==> config.mk <==
export PLATFORM = sky130hd
export DESIGN_NAME = mdu_iter
export DESIGN_NICKNAME = d
export VERILOG_FILES = /design/src/rtl/mdu_pkg.sv /design/src/rtl/mdu_sign_fix.sv /design/src/rtl/mdu_iter.sv
export SDC_FILE = /design/constraint.sdc
export NUM_CORES = 1
export LEC_CHECK = 0
export CORE_UTILIZATION = 60
export CTS_CLUSTER_DIAMETER = 50
export CTS_CLUSTER_SIZE = 8
export DETAILED_ROUTE_END_ITERATION = 8
export PLACE_DENSITY = 0.92
export SLEW_MARGIN = 10
export SYNTH_ARGS = -nofsm -noshare
export SYNTH_HDL_FRONTEND = slang
export SYNTH_SLANG_ARGS = --single-unit
==> constraint.sdc <==
create_clock -name clk -period 5.6 [get_ports clk]
set_clock_uncertainty 0.15 [all_clocks]
set_input_delay 1.68 -clock clk [delete_from_list [all_inputs] [get_ports clk]]
set_output_delay 1.68 -clock clk [all_outputs]
set_load 0.02 [all_outputs]
==> src/rtl/mdu_pkg.sv <==
// Shared definitions for the iterative multiply/divide unit: op codes,
// FSM state encoding and small op-class helpers.
package mdu_pkg;

    localparam logic [2:0] MDU_MULT  = 3'd0;
    localparam logic [2:0] MDU_MULTU = 3'd1;
    localparam logic [2:0] MDU_DIV   = 3'd2;
    localparam logic [2:0] MDU_DIVU  = 3'd3;
    localparam logic [2:0] MDU_MTHI  = 3'd4;
    localparam logic [2:0] MDU_MTLO  = 3'd5;

    typedef enum logic [1:0] {
        ST_IDLE = 2'd0,
        ST_RUN  = 2'd1,
        ST_FIX  = 2'd2
    } state_t;

    function automatic logic is_signed_op(input logic [2:0] op);
        return (op == MDU_MULT) || (op == MDU_DIV);
    endfunction

endpackage

==> src/rtl/mdu_sign_fix.sv <==
// Conditional two's-complement negation; serves as abs() on entry and as
// the result sign correction on exit.
module mdu_sign_fix #(
    parameter int WIDTH = 32
) (
    input  logic [WIDTH-1:0] value,
    input  logic             negate,
    output logic [WIDTH-1:0] result
);

    assign result = negate ? (~value + WIDTH'(1)) : value;

endmodule

==> src/rtl/mdu_iter.sv <==
// Iterative MIPS multiply/divide unit: shift-add multiply, restoring divide,
// one step per cycle, owning the HI/LO registers.
module mdu_iter
    import mdu_pkg::*;
#(
    parameter int WIDTH = 32
) (
    input  logic             clk,
    input  logic             rst_n,
    input  logic             start,
    input  logic [2:0]       op,
    input  logic [WIDTH-1:0] oper1,
    input  logic [WIDTH-1:0] oper2,
    input  logic             flush,
    output logic             busy,
    output logic             done,
    output logic             div0,
    output logic [WIDTH-1:0] hi,
    output logic [WIDTH-1:0] lo
);

    localparam int CNT_W = $clog2(WIDTH + 1);
    localparam int AW    = 2 * WIDTH + 1;

    state_t           state;
    logic [CNT_W-1:0] cnt;
    logic [AW-1:0]    acc;
    logic [WIDTH-1:0] mag_q;
    logic             div_q, neg_q, rem_neg_q, div0_q;
    logic [WIDTH-1:0] hi_q, lo_q;

    logic               sgn;
    logic [WIDTH-1:0]   abs1, abs2;
    logic [2*WIDTH-1:0] prod_fix;
    logic [WIDTH-1:0]   quot_fix, rem_fix;
    logic [WIDTH-1:0]   res_hi, res_lo;
    logic [AW-1:0]      step_mul, step_div;
    logic [WIDTH:0]     mul_sum;
    logic [WIDTH+1:0]   div_diff;
    logic               commit;

    assign sgn = is_signed_op(op);

    mdu_sign_fix #(.WIDTH(WIDTH)) u_abs1 (
        .value(oper1), .negate(sgn & oper1[WIDTH-1]), .result(abs1));
    mdu_sign_fix #(.WIDTH(WIDTH)) u_abs2 (
        .value(oper2), .negate(sgn & oper2[WIDTH-1]), .result(abs2));
    mdu_sign_fix #(.WIDTH(2*WIDTH)) u_fix_prod (
        .value(acc[2*WIDTH-1:0]), .negate(neg_q), .result(prod_fix));
    mdu_sign_fix #(.WIDTH(WIDTH)) u_fix_quot (
        .value(acc[WIDTH-1:0]), .negate(neg_q), .result(quot_fix));
    mdu_sign_fix #(.WIDTH(WIDTH)) u_fix_rem (
        .value(acc[2*WIDTH-1:WIDTH]), .negate(rem_neg_q), .result(rem_fix));

    // Multiply: acc = {carry, partial product, remaining multiplier bits}.
    assign mul_sum  = {1'b0, acc[2*WIDTH-1:WIDTH]} + {1'b0, (acc[0] ? mag_q : '0)};
    assign step_mul = {1'b0, mul_sum, acc[WIDTH-1:1]};

    // Divide: acc = {partial remainder, dividend/quotient}; trial subtract on the shifted remainder.
    assign div_diff = acc[AW-1:WIDTH-1] - {2'b00, mag_q};
    assign step_div = div_diff[WIDTH+1] ? {acc[2*WIDTH-1:0], 1'b0}
                                        : {div_diff[WIDTH:0], acc[WIDTH-2:0], 1'b1};

    // NOTE: every always_comb output gets a value on every path, otherwise a latch is inferred.
    always_comb begin
        res_hi = prod_fix[2*WIDTH-1:WIDTH];
        res_lo = prod_fix[WIDTH-1:0];
        if (div0_q) begin
            res_hi = acc[2*WIDTH-1:WIDTH];
            res_lo = acc[WIDTH-1:0];
        end else if (div_q) begin
            res_hi = rem_fix;
            res_lo = quot_fix;
        end
    end

    // A flush arriving in FIX cancels the write, so the visible result and done qualify on it.
    assign commit = (state == ST_FIX) && !flush;
    assign busy   = (state != ST_IDLE);
    assign done   = commit;
    assign div0   = commit & div0_q;
    assign hi     = commit ? res_hi : hi_q;
    assign lo     = commit ? res_lo : lo_q;

    // NOTE: sequential state uses non-blocking assignments so all registers update together.
    always_ff @(posedge clk or negedge rst_n) begin
        if (!rst_n) begin
            state     <= ST_IDLE;
            cnt       <= '0;
            acc       <= '0;
            mag_q     <= '0;
            div_q     <= 1'b0;
            neg_q     <= 1'b0;
            rem_neg_q <= 1'b0;
            div0_q    <= 1'b0;
            hi_q      <= '0;
            lo_q      <= '0;
        end else begin
            case (state)
                ST_IDLE: begin
                    if (start && !flush) begin
                        case (op)
                            MDU_MTHI: hi_q <= oper1;
                            MDU_MTLO: lo_q <= oper1;
                            MDU_MULT, MDU_MULTU: begin
                                state     <= ST_RUN;
                                cnt       <= CNT_W'(WIDTH);
                                acc       <= {{(WIDTH+1){1'b0}}, abs2};
                                mag_q     <= abs1;
                                div_q     <= 1'b0;
                                div0_q    <= 1'b0;
                                neg_q     <= sgn & (oper1[WIDTH-1] ^ oper2[WIDTH-1]);
                                rem_neg_q <= 1'b0;
                            end
                            MDU_DIV, MDU_DIVU: begin
                                div_q     <= 1'b1;
                                neg_q     <= sgn & (oper1[WIDTH-1] ^ oper2[WIDTH-1]);
                                rem_neg_q <= sgn & oper1[WIDTH-1];
                                if (oper2 == '0) begin
                                    state  <= ST_FIX;
                                    acc    <= {1'b0, oper1, {WIDTH{1'b1}}};
                                    div0_q <= 1'b1;
                                end else begin
                                    state  <= ST_RUN;
                                    cnt    <= CNT_W'(WIDTH);
                                    acc    <= {{(WIDTH+1){1'b0}}, abs1};
                                    mag_q  <= abs2;
                                    div0_q <= 1'b0;
                                end
                            end
                            default: ;
                        endcase
                    end
                end
                ST_RUN: begin
                    if (flush) begin
                        state <= ST_IDLE;
                    end else begin
                        acc <= div_q ? step_div : step_mul;
                        cnt <= cnt - CNT_W'(1);
                        if (cnt == CNT_W'(1))
                            state <= ST_FIX;
                    end
                end
                ST_FIX: begin
                    state <= ST_IDLE;
                    if (!flush) begin
                        hi_q <= res_hi;
                        lo_q <= res_lo;
                    end
                end
                default: state <= ST_IDLE;
            endcase
        end
    end

endmodule
==> impl_metrics.py <==
metrics = {
    "worst_setup_path": {
        "path_common_cell": "nor2_1",
        "critPathLaunch": "acc[36]",
        "slowest_stage": "nor4_1",
        "rr_worst_depth": 11,
        "cp-end-kind": "output port",
        "crit_required_ps": 3770,
        "rrSetupSlack_ps": 1310,
        "r2r_start": "acc[49]",
        "cp-start-kind": "register",
        "cp.arrival_ps": 3700,
        "rr_endpoint": "acc[49]",
        "crit_type": "reg2out",
        "crit_path_cell_trace": "nor4_1 -> buf_4 -> nand2_1 -> nor2_1 -> nand2_1 -> o21ai_0 -> a21oi_1 -> xor2_1 -> nor2_1 -> nor2_1 -> dlygate4sd2_1",
        "max_stage_delay_ps": 750,
        "path_max_fanout": 8,
    },
    "logic_synthesis": {
        "yosysWarningCount": 0,
        "syn_nets": 2320,
        "yosysUniqueCellTypes": 86,
        "synthFlopType": "dfrtp_1",
        "synthTopCellsByArea": "dfrtp_1 27%, o21ai_0 6.8%, a21oi_1 6.2%",
        "synth_seq_cells": 173,
        "yosysTopAreaCell": "dfrtp_1",
        "synth-seq-area-share_pct": 26.6,
        "netlist_top_cells_count": "262 x nand2_1, 262 x nor2_1, 220 x o21ai_0, 203 x a21oi_1, 173 x dfrtp_1",
        "synth_top_cell_area_share_pct": 26.6,
        "netlist_instances": 2177,
        "avgSynthCellArea_sq_um": 7.48,
        "synth_edf_count": 0,
        "netlist_area_sq_um": 16300,
        "synthArstFlopShare_pct": 100,
    },
    "global_routing": {
        "grt_pass1_wl_mm": 101,
        "grt.total_usage_pct": 47.4,
        "grt_max_degree": 86,
        "grt_pass1_vias": 17200,
        "grt-ovfl-total": 0,
        "antenna_found_initial": 3,
    },
    "min_path": {
        "hold_end": "lo_q[8]",
        "min_from": "lo_q[8]",
        "hold_class": "reg2reg",
        "holdPathStages": 2,
    },
    "power_and_ir_drop": {
        "power_density_nw_per_um2": 655,
        "peakVddDrop_uv": 578,
        "p_leak_nw": 8.48,
        "power.total_w": 0.0125,
    },
    "routing": {
        "drc": 0,
        "via_per_inst": 6.99,
        "drt_wl_total_mm": 66.6,
        "wire_per_inst_um": 25.1,
        "ant_nets": 0,
        "drt-pass1-iter-count": 6,
        "vias": 18600,
        "drt_iter0_drc": 3052,
    },
    "floorplanning": {
        "ios": 138,
        "dieArea_sq_um": 27800,
        "fp-row-count": 59,
        "die_y_um": 167,
        "placeableCoreArea_sq_um": 26400,
        "start_util_pct": 61.8,
        "die_x_um": 167,
    },
    "placed_design": {
        "dp_hpwl_mm": 50.1,
        "dpl_cell_area_sq_um": 18500,
        "io_buffer_count": 137,
        "place.gp.congestion": 1.08,
    },
    "sta": {
        "max-slew-margin-rel_pct": 24.2,
        "min_period_over_period_pct": 98.7,
        "period_needed_ps": 5530,
        "max_clock_freq_mhz": 181,
        "setup_viol": 0,
        "hold_viol": 0,
        "final-max-slew-violation-count": 0,
        "worstMarginPinSlew_ps": 1140,
    },
    "cells_and_area": {
        "nets": 2450,
        "drive_gt1_share_pct": 10.4,
        "area_delta_synth_final_pct": 16.8,
        "final_cell_area_sq_um": 19000,
    },
    "cts": {
        "max-clock-path-buffers": 2,
        "htreeDepth": 4,
        "cts_root_buffer": "clkbuf_16",
        "cts_tree": "built",
        "insertion_delay_ps": 450,
        "path_clk_slew_ps": 80,
        "numCtsBuffers": 17,
        "cts.sinks": 173,
    },
    "run": {
        "drv_cap": 0,
    },
    "run_status": {
        "run_status": "completed",
    },
}
layer usage:
metal  global-route usage [%]  vias up  wire length [um]
met2                     66.6     1643             26300
met1                     60.5     8510             24200
met4                     32.2        2              5300
met5                    0.348        -                17
li1                         -     8060                 -
met3                     17.3      364             10800
where the power goes:
part	internal (W)	leakage (nW)	switching [W]
Clock	0.000594	0.278	0.000614
Combinational	0.00332	6.10	0.00538
Sequential	0.00185	2.10	0.000706
per-stage QoR:
stage	std cells	setup TNS, ps	hold WS [ps]	setup WS (ps)	utilization [%]
6_report	2657	0	336	71.3	72.2
5_1_grt	2655	-3.97	361	-3.97	72.2
4_1_cts	2654	0	338	3.72	72.1
3_5_place_dp	2621	-13620	316	-276	70.0
3_3_place_gp	2621	-12170	311	-215	70.0
2_1_floorplan	2177	0	300	278	-
state kept, by name, indices dropped and copies added (netlist names):
signal,cells
acc,65
hi_q,32
lo_q,32
mag_q,32
cnt,6
state,2
div0_q,1
div_q,1
neg_q,1
rem_neg_q,1
cell families (layout without fill, tap and decap cells):
group                    Yosys count  after routing  share of synthesized area, %
AND/OR/NAND/NOR                  785            785                          22.3
XOR/XNOR                         175            175                          9.57
adder cells (fa/ha/maj)           72             72                          5.62
AO/OA/AOI/OAI                    704            704                          26.6
flip-flops                       173            173                          26.6
other                              0              2                             0
multiplexers                      71             71                          4.55
buffers and inverters            197            340                          4.77
timing repair:
item,in CTS,in global routing
hold buffers,0,0
endpoints found under the setup margin,66,38
resized for setup,78,43
setup buffers,1,1
pin swaps,1,3
area by class of cell:
| cell class | count | area, sq um |
|---|---|---|
| Antenna cell | 2 | 5.00 |
| Clock buffer | 17 | 425 |
| Clock inverter | 15 | 155 |
| Fill cell | 2124 | 7330 |
| Inverter | 55 | 206 |
| Multi-Input combinational cell | 1807 | 11300 |
| Sequential cell | 173 | 4330 |
| Tap cell | 335 | 419 |
| Timing Repair Buffer | 253 | 2150 |
worst max-delay path, delay by kind of cell (launching register included):
| kind | cells | cell delay [ps] |
|---|---|---|
| buffers and inverters | 2 | 630 |
| DFF | 1 | 560 |
| xor gates and xnor gates | 1 | 320 |
| and+or+nand+nor | 6 | 1490 |
| AOI/OAI and AO/OA | 2 | 240 |
worst max-delay path by stage:
stage,cells after the start,end,slack (ps)
3_5_place_dp,8,hi[18],-280
4_1_cts,11,hi[1],4
2_1_floorplan,9,lo[2],280
5_1_grt,11,hi[21],-4
3_3_place_gp,10,lo[5],-220
6_report,11,hi[31],70
layout by cell type, fill, tap and decap left out, drive strengths merged, types with 16 or more instances in the layout:
cell type      synthesis  final
a211oi                44     44
a21o                  54     54
a21oi                203    203
a221oi                23     23
a31oi                 32     32
and3                  21     21
buf                   29    118
clkbuf               113     28
clkdlybuf4s50          0     69
dfrtp                173    173
dlygate4sd2            0     53
ha                    70     70
inv                   54     60
mux2                  24     24
mux2i                 47     47
nand2                263    263
nand2b                20     20
nand3                 41     41
nor2                 266    266
nor2b                 21     21
nor3                  59     59
nor4                  16     16
o21ai                226    226
o31ai                 19     19
xnor2                 98     98
xor2                  77     77
No activity file was read; power rests on OpenSTA's default activity.
